[src/rtl/rv32_fetch_queue.sv]
// rv32_fetch_queue: sequential instruction prefetch with an in-order word+PC FIFO.
// Optional feature macro: RV_FETCH_ALIGN_CHECK_EN (misaligned redirect raises a sticky fetch_fault).
module rv32_fetch_queue #(
    parameter int unsigned     XLEN     = 32,
    parameter int unsigned     DEPTH    = 4,
    parameter logic [XLEN-1:0] RESET_PC = '0
) (
    input  logic            clk,
    input  logic            rst,
    output logic            imem_req,
    output logic [XLEN-1:0] imem_addr,
    input  logic            imem_gnt,
    input  logic            imem_rvalid,
    input  logic [XLEN-1:0] imem_rdata,
    input  logic            redirect,
    input  logic [XLEN-1:0] redirect_pc,
    output logic            instr_valid,
    output logic [XLEN-1:0] instr,
    output logic [XLEN-1:0] instr_pc,
    input  logic            instr_ready,
    output logic            fetch_fault
);

    localparam int unsigned PW = $clog2(DEPTH);
    localparam int unsigned CW = $clog2(DEPTH) + 1;

    typedef struct packed {
        logic [XLEN-1:0] word;
        logic [XLEN-1:0] pc;
    } entry_t;

    entry_t          mem_q [DEPTH];
    entry_t          mem_n [DEPTH];
    entry_t          head_n;
    logic [PW-1:0]   rd_q, rd_n, wr_q, wr_n;
    logic [CW-1:0]   cnt_q, cnt_n, outst_q, outst_n, disc_q, disc_n;
    logic [XLEN-1:0] fetch_pc_q, fetch_pc_n, resp_pc_q, resp_pc_n;
    logic [XLEN-1:0] addr_n, start_pc, redir_pc;
    logic            req_n, fault_q, fault_n, valid_n;
    logic            push, pop, pending, misaligned;

`ifdef RV_FETCH_ALIGN_CHECK_EN
    assign misaligned  = (redirect_pc[1:0] != 2'b00);
    assign redir_pc    = redirect_pc;
    assign fetch_fault = fault_q;
`else
    assign misaligned  = 1'b0;
    assign redir_pc    = redirect_pc & ~XLEN'(3);
    assign fetch_fault = 1'b0;
`endif

    // State and registered outputs
    always_ff @(posedge clk or posedge rst) begin
        if (rst) begin
            for (int i = 0; i < int'(DEPTH); i++) mem_q[i] <= '0;
            rd_q        <= '0;
            wr_q        <= '0;
            cnt_q       <= '0;
            outst_q     <= '0;
            disc_q      <= '0;
            fetch_pc_q  <= RESET_PC;
            resp_pc_q   <= RESET_PC;
            fault_q     <= 1'b0;
            imem_req    <= 1'b0;
            imem_addr   <= RESET_PC;
            instr_valid <= 1'b0;
            instr       <= '0;
            instr_pc    <= '0;
        end else begin
            mem_q       <= mem_n;
            rd_q        <= rd_n;
            wr_q        <= wr_n;
            cnt_q       <= cnt_n;
            outst_q     <= outst_n;
            disc_q      <= disc_n;
            fetch_pc_q  <= fetch_pc_n;
            resp_pc_q   <= resp_pc_n;
            fault_q     <= fault_n;
            imem_req    <= req_n;
            imem_addr   <= addr_n;
            instr_valid <= valid_n;
            instr       <= head_n.word;
            instr_pc    <= head_n.pc;
        end
    end

    // Next state: bus accounting, FIFO push/pop, redirect flush, next request
    always_comb begin
        mem_n      = mem_q;
        rd_n       = rd_q;
        wr_n       = wr_q;
        cnt_n      = cnt_q;
        outst_n    = outst_q;
        disc_n     = disc_q;
        fetch_pc_n = fetch_pc_q;
        resp_pc_n  = resp_pc_q;
        fault_n    = fault_q;
        req_n      = imem_req;
        addr_n     = imem_addr;
        start_pc   = fetch_pc_q;
        push       = 1'b0;
        pop        = instr_valid && instr_ready;
        pending    = imem_req && !imem_gnt;

        if (imem_req && imem_gnt) outst_n = outst_n + CW'(1);

        if (imem_rvalid) begin
            outst_n = outst_n - CW'(1);
            if (disc_q != '0) disc_n = disc_q - CW'(1);
            else if (!redirect) push = 1'b1;
        end

        if (pop) begin
            rd_n  = rd_q + PW'(1);
            cnt_n = cnt_n - CW'(1);
        end

        if (push) begin
            mem_n[wr_q] = '{word: imem_rdata, pc: resp_pc_q};
            wr_n        = wr_q + PW'(1);
            cnt_n       = cnt_n + CW'(1);
            resp_pc_n   = resp_pc_q + XLEN'(4);
        end

        // Flush: everything still in flight, including a held request, is dropped on return
        if (redirect) begin
            rd_n      = '0;
            wr_n      = '0;
            cnt_n     = '0;
            disc_n    = outst_n + CW'(pending);
            start_pc  = redir_pc;
            resp_pc_n = redir_pc;
            fault_n   = misaligned;
        end

        // A held request keeps its address; otherwise launch when a credit is free
        if (pending) begin
            fetch_pc_n = start_pc;
        end else if (!fault_n &&
                     ((CW+1)'(cnt_n) + (CW+1)'(outst_n) < (CW+1)'(DEPTH))) begin
            req_n      = 1'b1;
            addr_n     = start_pc;
            fetch_pc_n = start_pc + XLEN'(4);
        end else begin
            req_n      = 1'b0;
            fetch_pc_n = start_pc;
        end

        valid_n = (cnt_n != '0);
        head_n  = mem_n[rd_n];
    end

    // A response with nothing outstanding is a memory protocol violation
    assert property (@(posedge clk) disable iff (rst) imem_rvalid |-> (outst_q != '0));

endmodule

[config.mk]
export PLATFORM = sky130hd
export DESIGN_NAME = rv32_fetch_queue
export DESIGN_NICKNAME = d
export VERILOG_FILES = /design/src/rtl/rv32_fetch_queue.sv
export SDC_FILE = /design/constraint.sdc
export NUM_CORES = 1
export LEC_CHECK = 0
export BUFFER_PORTS_ARGS = -buffer_cell sky130_fd_sc_hd__clkbuf_2
export CELL_PAD_IN_SITES_DETAIL_PLACEMENT = 1
export CELL_PAD_IN_SITES_GLOBAL_PLACEMENT = 1
export CORE_MARGIN = 5
export CORE_UTILIZATION = 52
export CTS_BUF_LIST = sky130_fd_sc_hd__clkbuf_8 sky130_fd_sc_hd__clkbuf_16
export CTS_CLUSTER_DIAMETER = 60
export DETAILED_ROUTE_END_ITERATION = 16
export GPL_ROUTABILITY_DRIVEN = 0
export GPL_TIMING_DRIVEN = 0
export MAX_ROUTING_LAYER = met4
export PLACE_DENSITY_LB_ADDON = 0.1
export SYNTH_ARGS = -nofsm -noshare
export SYNTH_HDL_FRONTEND = slang
export SYNTH_SLANG_ARGS = --single-unit
[constraint.sdc]
create_clock -name clk -period 33.3 [get_ports clk]
set_input_delay 9.99 -clock clk [delete_from_list [all_inputs] [get_ports clk]]
set_output_delay 9.99 -clock clk [all_outputs]
set_load 0.1 [all_outputs]
==> impl_metrics.tcl, run 1 <==
set metrics [dict create \
    rr_endpoint "fetch_pc_q[31]" \
    slew_headroom 0.2753 \
    grt_antenna_before_repair 1 \
    worst_setup_path_start_kind "primary input" \
    drt_iter0_drc 561 \
    r2r_cells 11 \
    fin_nets 1882 \
    grt_start_max_net_pins 121 \
    via_count 12805 \
    initial_core_util 0.5290 \
    grt_pass1_wl_um 82590 \
    synthMuxAreaShare 0.2240 \
    die_area_mm2 0.04027 \
    synth_nets 1667 \
    fin_crit_sh 0.4258 \
    drtAntennaViolNets 0 \
    synth-edff-count 0 \
    cp_common_cell "buf_2" \
    worst_hold_path.endpoint "mem_q[244]" \
    synth.distinct_cells 45 \
    cts_setup_buffers 0 \
    leakage_uw 0.01052 \
    io_pins 169 \
    n_fill_cell 3722 \
    synth-seq-area-share 0.5691 \
    cp.arrival_ns 14.65 \
    grtUsageTotal 0.2627 \
    power.internal_uw 1131 \
    netlist_area_mm2 0.01891 \
    tns_ns 0 \
    power.density_mw_per_mm2 93.69 \
    holdCritPathClass "flop to flop" \
    path_cells "clkbuf_2 > buf_4 > buf_2 > buf_2 > buf_1 > nor2_1 > ha_1 > nor4_2 > nand4_1 > nor4b_1 > xnor2_1" \
    period_minus_slack_ns 14.18 \
    htree_levels 2 \
    critPathSlowestCell "nor4_2" \
    synth_top_area_share 0.5691 \
    synth_top_family_by_area "multiplexers" \
    insertion_delay_ns 0.56 \
    dieHeight_um 200.7 \
    fp.dieW_um 200.7 \
    synthArstFlopShare 1.000 \
    peakVddDrop_v 0.0001054 \
    hold_path_depth 2 \
    postCtsHoldBufs 0 \
    gr-total-overflow 0 \
    max_freq_mhz 70.52 \
    wl_met1_um 22880 \
    grt_pass1_vias 14518 \
    netSwitchingFraction 0.4482 \
    synthSimpleGateAreaFrac 0.1082 \
    slew_violations 0 \
    wl_met2_um 25830 \
    fin_skew_ns 0.02134 \
    drive_gt1_frac 0.2444 \
    yosys_warnings 0 \
    drt_wl_total_um 51380 \
    finalHoldViolations 0 \
    clockBufferDepth 3 \
    cts-root-buf "clkbuf_16" \
    cts_resized 0 \
    synthTopCellsByArea "dfrtp_1, mux2i_1, mux2_2, nand2_1, xnor2_1" \
    rows 69 \
    required_ns 33.77 \
    port_buffers 164 \
    top_layer "met4" \
    rsz0062_at_grt "false" \
    coreArea_mm2 0.03574 \
    pwr-share-clk 0.245 \
    synth-main-ff-cell "dfrtp_1" \
    slowest_delay_ns 0.85 \
    wire_per_inst_um 22.42 \
    area_delta_synth_final_pct 15.72 \
    regArea_mm2 0.01076 \
    pwr-share-seq 0.344 \
    clock-sinks 430 \
    synth_area_per_cell_um2 11.96 \
    critPathMaxFanout 10 \
    outcome "completed" \
    hold_path_startpoint "mem_q[244]" \
    worst-setup-path-type "primary input to flop" \
    synthAdderAreaFrac 0.01059 \
    tightest_slew_ns 1.077 \
    syn_inst 1581 \
    ys_ff_latch 430 \
    synth_top_area_cell "dfrtp_1" \
    synth_compound_area_frac 0.02667 \
    p_sw_uw 918.8 \
    multi_input_area_mm2 0.007660 \
    rr_startpoint "outst_q[0]" \
    cts_made_buffers 46 \
    p_comb_frac 0.411 \
    drcViolationCount 0 \
    p_total_uw 2050 \
    setup_viol 0 \
    detailed_place_hpwl_um 35080 \
    via_per_inst 5.589 \
    synth_xor_area_frac 0.03547 \
    clkTransAtPathRegs_ns 0.06 \
    setup.worst_path.end_class "flop" \
    cap_violations 0 \
    dr.pass1.iters 4 \
    rrSetupSlack_ns 29.06 \
    met3RoutedLength_um 1558 \
    cts_tree "built" \
]
cell usage in the layout (no fill, tap or decap), types with 2 or more instances in the layout:
master and count:
dfrtp_1 430, nand2_1 297, mux2i_1 215, mux2_2 185, clkbuf_2 164, o21ai_0 62, clkbuf_1 54, clkbuf_16 47
xnor2_1 42, inv_1 33, xor2_1 32, nand3_1 27, nor2_1 25, nand4_1 19, buf_2 18, nor3_1 16
ha_1 16, buf_1 14, and3_1 14, and2_1 13, nand2b_1 13, a31oi_1 10, a21oi_1 7, buf_4 6
nor2b_1 6, nand4b_1 6, clkinv_2 6, clkbuf_8 6, nor4_1 4, bufinv_16 4, and3b_1 3, buf_6 3
or3_1 3, a22oi_1 3, o31ai_1 3, buf_16 3, and4_1 2, nor3b_1 2, nor4b_1 2
worst max path at each step:
stage	endpoint	slack, ns	startpoint
6_report	fetch_pc_q[31]	19.12	redirect
3_3_place_gp	imem_addr[6]	6.74	rst
3_5_place_dp	fetch_pc_q[31]	18.64	redirect
2_1_floorplan	cnt_q[0]	11.34	rst
5_1_grt	fetch_pc_q[31]	18.96	redirect
4_1_cts	fetch_pc_q[31]	19.23	redirect
registers in the layout, summed over array words and instances, names as in the netlist:
signal       cells
instr           32
disc_q           3
fault_q          1
wr_q             2
outst_q          3
instr_valid      1
resp_pc_q       30
imem_req         1
fetch_pc_q      32
cnt_q            3
imem_addr       32
mem_q          256
instr_pc        32
rd_q             2
worst max-delay path: cells and delay by family:
kind          cells  cell delay, ns
xor+xnor          1            0.17
fa+ha+maj         1            0.36
buf+inv           5            1.86
simple gates      4            2.25
logic make-up (layout without fill, tap and decap cells):
kind of cell	Yosys count	count (layout)
simple gates	456	456
flops	430	430
mux	400	400
buf+inv	112	360
compound gates	91	91
xor+xnor	75	75
fa+ha+maj	16	16
other cells	1	2
per-layer routing:
metal	vias to the layer above	GRT usage
met4	0	0.06195
li1	5843	-
met5	-	-
met1	6682	0.3441
met3	74	0.03376
met2	206	0.4421
cell usage after synthesis (14+ instances only):
cell type,count
nand4_1,19
nor2_1,25
ha_1,16
xnor2_1,42
nor3_1,16
nand3_1,27
dfrtp_1,430
mux2i_1,215
mux2_2,185
xor2_1,32
inv_1,17
nand2_1,297
buf_2,18
clkbuf_1,54
buf_1,14
o21ai_0,62
and3_1,14
power groups by stage:
stage          combinational (µW)  clock [µW]  sequential, µW
3_5_place_dp                  836           0             713
4_1_cts                       848         514             706
6_report                      842         503             705
3_3_place_gp                  812           0             709
5_1_grt                       892         537             716
2_1_floorplan                 287           0            1080
metrics by stage:
| stage | utilization | cells | worst slack [ns] | instance area, µm² | hold WS, ns |
|---|---|---|---|---|---|
| finish | 0.6122 | 2291 | 19.12 | 21880 | 0.4716 |
| floorplan | - | 1581 | 11.34 | 18910 | 0.4401 |
| global route | 0.6121 | 2290 | 18.96 | 21880 | 0.4888 |
| detailed placement | 0.5706 | 2209 | 18.64 | 20400 | 0.4579 |
| CTS | 0.6121 | 2290 | 19.23 | 21880 | 0.4726 |
| global placement | 0.5681 | 2206 | 6.737 | 20310 | 0.4534 |
final cells by class:
type	count	area share
multi-input cells	1039	0.3501
flip-flops and latches	430	0.4918
diodes	1	0.0001144
clock inverters	28	0.01018
clock buffers	53	0.05753
plain buffers	95	0.01939
repair buffers	167	0.04129
well taps	461	0.02636
inverters	17	0.003260
(Power assumes the default switching activity.)
==> inputs of run 2 (changes only) <==
--- a/config.mk
+++ b/config.mk
@@ -9,7 +9,7 @@
 export CELL_PAD_IN_SITES_DETAIL_PLACEMENT = 1
 export CELL_PAD_IN_SITES_GLOBAL_PLACEMENT = 1
 export CORE_MARGIN = 5
-export CORE_UTILIZATION = 52
+export CORE_UTILIZATION = 44
 export CTS_BUF_LIST = sky130_fd_sc_hd__clkbuf_8 sky130_fd_sc_hd__clkbuf_16
 export CTS_CLUSTER_DIAMETER = 60
 export DETAILED_ROUTE_END_ITERATION = 16
==> constraint.sdc (replaced) <==
create_clock -name clk -period 12.95 [get_ports clk]
set_input_delay 3.885 -clock clk [delete_from_list [all_inputs] [get_ports clk]]
set_output_delay 3.885 -clock clk [all_outputs]
set_load 0.1 [all_outputs]
==> run 2 against run 1 <==
Clock skew shrank 0.0061 ns. Critical path depth unchanged. Largest power group unchanged. First-iteration DRC count increased by 28%. Sequential share of layout area shrank 0.76 points. Non-clock buffer count grew 8. Sequential cell count unchanged. Die area increased by 17%. Global-route usage fell by 3.8 points.
==> impl_metrics.tcl, run 2 (same netlist as run 1, synthesis figures left out) <==
set metrics [dict create \
    outcome "completed" \
    rr_endpoint "fetch_pc_q[31]" \
    grtUsageTotal 0.2250 \
    largest_reg_flops 256 \
    rows 76 \
    clkTransAtPathRegs_ns 0.06 \
    slew_violations 0 \
    area_delta_synth_final_pct 17.54 \
    stdcell_count 2388 \
    detailed_place_hpwl_um 35920 \
    die_area_mm2 0.04722 \
    dieHeight_um 217.3 \
    htree_levels 2 \
    postCtsHoldBufs 0 \
    grt_start_max_net_pins 45 \
    tightest_slew_ns 1.120 \
    fp.dieW_um 217.3 \
    rr_startpoint "outst_q[0]" \
    holdCritPathClass "flop to flop" \
    r2r_cells 11 \
    port_buffers 164 \
    initial_core_util 0.4419 \
    grt_pass1_wl_um 81560 \
    cts-root-buf "clkbuf_16" \
    via_per_inst 5.362 \
    stdcell_area_mm2 0.02222 \
    max_freq_mhz 125.7 \
    slowest_delay_ns 0.85 \
    cp_common_cell "buf_2" \
    worst_setup_path_start_kind "primary input" \
    peakVddDrop_v 0.0002640 \
    dp_cells 2302 \
    fin_crit_sh 0.6145 \
    rrSetupSlack_ns 8.77 \
    path_cells "clkbuf_2 > buf_4 > buf_2 > buf_2 > buf_1 > nor2_1 > ha_1 > nor4_2 > nand4_1 > nor4b_1 > xnor2_1" \
    fin_skew_ns 0.01522 \
    clock-sinks 430 \
    placed_area_mm2 0.02064 \
    crit_end "fetch_pc_q[31]" \
    cts_made_buffers 48 \
    cp.arrival_ns 8.45 \
    critPathSlowestCell "nor4_2" \
    wire_per_inst_um 21.44 \
    p_total_uw 5303 \
    top_register "mem_q" \
    cap_violations 0 \
    drt_iter0_drc 719 \
    cts_tree "built" \
    layout_common_cells "dfrtp_1, nand2_1, mux2i_1" \
    cts_setup_buffers 0 \
    tns_ns 0 \
    period_minus_slack_ns 7.958 \
    drt_wl_total_um 51190 \
    drcViolationCount 0 \
    n_fill_cell 4489 \
    power.density_mw_per_mm2 238.6 \
    slew_headroom 0.2466 \
    antenna_cells 0 \
    clockBufferDepth 3 \
    fin_nets 1892 \
    drive_gt1_frac 0.2519 \
    rsz0062_at_grt "false" \
    worst-setup-path-type "primary input to flop" \
    cts_resized 0 \
    drtAntennaViolNets 0 \
    setup_viol 0 \
    gr-total-overflow 0 \
    coreArea_mm2 0.04279 \
    via_count 12804 \
    critPathMaxFanout 10 \
    dr.pass1.iters 5 \
    final_common_cell "dfrtp_1" \
    grt_pass1_vias 14169 \
    finalHoldViolations 0 \
    setup.worst_path.end_class "flop" \
    insertion_delay_ns 0.58 \
    io_pins 169 \
    grt_antenna_before_repair 0 \
    crit_path_start "redirect" \
    required_ns 13.45 \
    leakage_uw 0.01062 \
]
[run 2: cell count changes in the layout (fill, tap and decap cells not counted)]
| cell | change |
|---|---|
| inv_1 | -4 |
| clkbuf_16 | +2 |
| clkbuf_8 | +5 |
| clkinvlp_4 | +2 |
| diode_2 | -1 |
| inv_8 | -1 |
| buf_12 | +10 |
| inv_6 | +2 |
| bufinv_16 | -1 |
| buf_16 | -2 |
[run 2: area by class of cell]
class | count | area (µm²) | share of cell area
Tap cell | 546 | 683.2 | 0.03074
Multi-Input combinational cell | 1039 | 7660 | 0.3447
Timing Repair Buffer | 175 | 1049 | 0.04718
Clock buffer | 60 | 1378 | 0.06199
Buffer | 95 | 424.2 | 0.01909
Inverter | 17 | 67.56 | 0.003040
Sequential cell | 430 | 10760 | 0.4842
Clock inverter | 26 | 202.7 | 0.009121
[run 2: how the worst min path moves through the flow]
stage | start | endpoint | cells past startpoint
6_report | mem_q[255] | mem_q[255] | 2
4_1_cts | mem_q[255] | mem_q[255] | 2
3_3_place_gp | mem_q[226] | mem_q[226] | 2
3_5_place_dp | mem_q[217] | mem_q[217] | 2
2_1_floorplan | mem_q[224] | mem_q[224] | 2
5_1_grt | mem_q[254] | mem_q[254] | 2
[run 2: per-stage QoR]
stage / setup slack [ns] / util / hold slack (ns)
after detailed placement: 4.419 / 0.4824 / 0.4590
after floorplan: 3.260 / - / 0.4401
after CTS: 4.985 / 0.5194 / 0.4753
final: 4.992 / 0.5194 / 0.4731
after global routing: 4.729 / 0.5194 / 0.4989
after global placement: 0.6228 / 0.4771 / 0.4519
[run 2: where the power goes]
group | switching, µW | internal, µW | total (µW)
Sequential | 139 | 1670 | 1810
Clock | 553 | 807 | 1360
Combinational | 1660 | 473 | 2130
Total | 2350 | 2950 | 5300
[run 2: per-layer routing]
| layer | wire [µm] | vias to the layer above | global-route usage |
|---|---|---|---|
| li1 | - | 5867 | - |
| met1 | 22810 | 6627 | 0.2951 |
| met2 | 25490 | 239 | 0.3774 |
| met3 | 1885 | 71 | 0.02893 |
| met4 | 1000 | 0 | 0.05309 |
| met5 | 0 | - | - |
[run 2: critical path, delay by kind of cell]
| kind | cells | cell delay, ns |
|---|---|---|
| buffers and inverters | 5 | 1.80 |
| XOR/XNOR | 1 | 0.16 |
| adder cells (fa/ha/maj) | 1 | 0.36 |
| AND/OR/NAND/NOR | 4 | 2.22 |
==> inputs of run 3 (changes only) <==
--- a/config.mk
+++ b/config.mk
@@ -9,7 +9,7 @@
 export CELL_PAD_IN_SITES_DETAIL_PLACEMENT = 1
 export CELL_PAD_IN_SITES_GLOBAL_PLACEMENT = 1
 export CORE_MARGIN = 5
-export CORE_UTILIZATION = 44
+export CORE_UTILIZATION = 48
 export CTS_BUF_LIST = sky130_fd_sc_hd__clkbuf_8 sky130_fd_sc_hd__clkbuf_16
 export CTS_CLUSTER_DIAMETER = 60
 export DETAILED_ROUTE_END_ITERATION = 16
==> constraint.sdc (replaced) <==
create_clock -name clk -period 7.5 [get_ports clk]
set_input_delay 2.25 -clock clk [delete_from_list [all_inputs] [get_ports clk]]
set_output_delay 2.25 -clock clk [all_outputs]
set_load 0.1 [all_outputs]
==> run 3 against run 2 <==
Count of clock-buffer cells in the layout did not move. Global-route usage increased by 1.7 points. Clock power is 69% higher. Clock skew up 0.0047 ns. Wire length decreased by 0.39%. Worst hold slack about the same. Core utilization rose by 5.1 points. Via count up 0.38%. Register-to-register slack got worse by 5.6 ns. First-iteration DRC count shrank 33%. Sequential share of layout area is 0.15 points higher. Critical path type unchanged.
==> impl_metrics.tcl, run 3 (same netlist as run 1, synthesis figures left out) <==
set metrics [dict create \
    outcome "completed" \
    setup.worst_path.end_class "flop" \
    tightest_slew_ns 1.178 \
    power.internal_uw 5061 \
    dr.pass1.iters 4 \
    hold_path_startpoint "mem_q[197]" \
    htree_levels 2 \
    area_delta_synth_final_pct 17.17 \
    cts-root-buf "clkbuf_16" \
    coreArea_mm2 0.03883 \
    power.density_mw_per_mm2 412.7 \
    stdcell_count 2360 \
    insertion_delay_ns 0.58 \
    rr_startpoint "outst_q[0]" \
    setup_viol 0 \
    cp_common_cell "buf_2" \
    grt_pass1_vias 14362 \
    slowest_delay_ns 0.86 \
    clockBufferDepth 3 \
    leakage_uw 0.01060 \
    drt_iter0_drc 485 \
    slew_violations 0 \
    fp.dieW_um 208.5 \
    clock-sinks 430 \
    critPathSlowestCell "buf_1" \
    worst-setup-path-type "primary input to flop" \
    largest_reg_flops 256 \
    peakVddDrop_v 0.0004647 \
    detailed_place_hpwl_um 35960 \
    die_area_mm2 0.04346 \
    cts_tree "built" \
    wire_per_inst_um 21.61 \
    dieHeight_um 208.5 \
    r2r_cells 11 \
    worst_hold_path.endpoint "mem_q[197]" \
    pwr-share-clk 0.252 \
    pwr-share-seq 0.342 \
    gr-total-overflow 0 \
    drcViolationCount 0 \
    drtAntennaViolNets 0 \
    required_ns 7.99 \
    rows 72 \
    rsz0062_at_grt "false" \
    final_common_cell "dfrtp_1" \
    postCtsHoldBufs 0 \
    cts_setup_buffers 0 \
    grtUsageTotal 0.2424 \
    hold_ws_ns 0.4736 \
    max_freq_mhz 153.8 \
    fin_nets 1892 \
    grt_start_max_net_pins 44 \
    hold_path_depth 2 \
    top_register "mem_q" \
    placed_area_mm2 0.02060 \
    worst_setup_path_start_kind "primary input" \
    grt_antenna_before_repair 1 \
    pre_cts_slack_ns 0.5286 \
    layout_common_cells "dfrtp_1, nand2_1, mux2i_1" \
    p_sw_uw 4083 \
    initial_core_util 0.4870 \
    cap_violations 0 \
    via_count 12853 \
    netSwitchingFraction 0.4465 \
    drive_gt1_frac 0.2520 \
    holdCritPathClass "flop to flop" \
    io_pins 169 \
    clkTransAtPathRegs_ns 0.06 \
    fin_skew_ns 0.01988 \
    grt_pass1_wl_um 81960 \
    cp.arrival_ns 7.00 \
    p_comb_frac 0.406 \
    period_minus_slack_ns 6.503 \
    drt_wl_total_um 50990 \
    cts_made_buffers 48 \
    rrSetupSlack_ns 3.20 \
    port_buffers 164 \
    critPathMaxFanout 10 \
    path_cells "clkbuf_2 > buf_4 > buf_2 > buf_2 > buf_1 > nor2_1 > ha_1 > nor4_2 > nand4_1 > nor4_1 > xnor2_1" \
    fin_crit_sh 0.8670 \
    rr_endpoint "fetch_pc_q[29]" \
    via_per_inst 5.446 \
    slew_headroom 0.2071 \
    stdcell_area_mm2 0.02216 \
    finalHoldViolations 0 \
    setup_slack_ns 0.9972 \
    dp_cells 2274 \
    cts_resized 0 \
]
==> run 3: changes by cell type in the layout (fill, tap and decap cells not counted), sizes merged <==
cell,before,now
bufinv,3,2
diode,0,1
clkinv,6,7
inv,32,31
==> run 3: final cells by class <==
type,instances,area (µm²)
Antenna cell,1,2.502
Timing Repair Buffer,175,1041
Buffer,95,424.2
Clock buffer,60,1378
Sequential cell,430,10760
Inverter,17,67.56
Multi-Input combinational cell,1039,7660
Tap cell,518,648.1
Clock inverter,25,173.9
Fill cell,4081,16670
==> run 3: metal layers <==
metal / part of all wire / up-vias / GRT usage
met5: 0 / - / -
met4: 0.015 / 0 / 0.04462
met3: 0.035 / 60 / 0.03796
met2: 0.50 / 202 / 0.4072
met1: 0.45 / 6742 / 0.3182
li1: - / 5849 / -
==> run 3: worst max path at each step <==
stage / from / end / slack (ns) / cells past startpoint
2_1_floorplan: rst / cnt_q[0] / -0.56 / 1
3_3_place_gp: rst / imem_addr[3] / -3.09 / 2
3_5_place_dp: redirect / fetch_pc_q[31] / 0.53 / 11
4_1_cts: redirect / fetch_pc_q[29] / 1.08 / 11
5_1_grt: redirect / fetch_pc_q[29] / 0.71 / 11
6_report: redirect / fetch_pc_q[29] / 1.0 / 11
==> run 3: metrics by stage <==
| stage | power, µW | utilization | TNS (ns) |
|---|---|---|---|
| after floorplan | 6055 | - | -238.81 |
| after global placement | 6771 | 0.5249 | -1307.15 |
| after detailed placement | 6880 | 0.5306 | 0 |
| after CTS | 9237 | 0.5705 | 0 |
| after global routing | 9599 | 0.5706 | 0 |
| final | 9143 | 0.5706 | 0 |
==> run 3: power groups by stage <==
stage	combinational, µW	sequential, µW	clock, µW
CTS	3750	3130	2360
global placement	3620	3160	0
global route	3960	3180	2460
detailed placement	3710	3170	0
finish	3710	3130	2300
floorplan	1270	4780	0
==> run 3: worst max-delay path: cells and delay by family <==
family / cells / cell delay, ns
fa+ha+maj: 1 / 0.37
xor+xnor: 1 / 0.17
simple gates: 4 / 2.23
buf+inv: 5 / 1.95
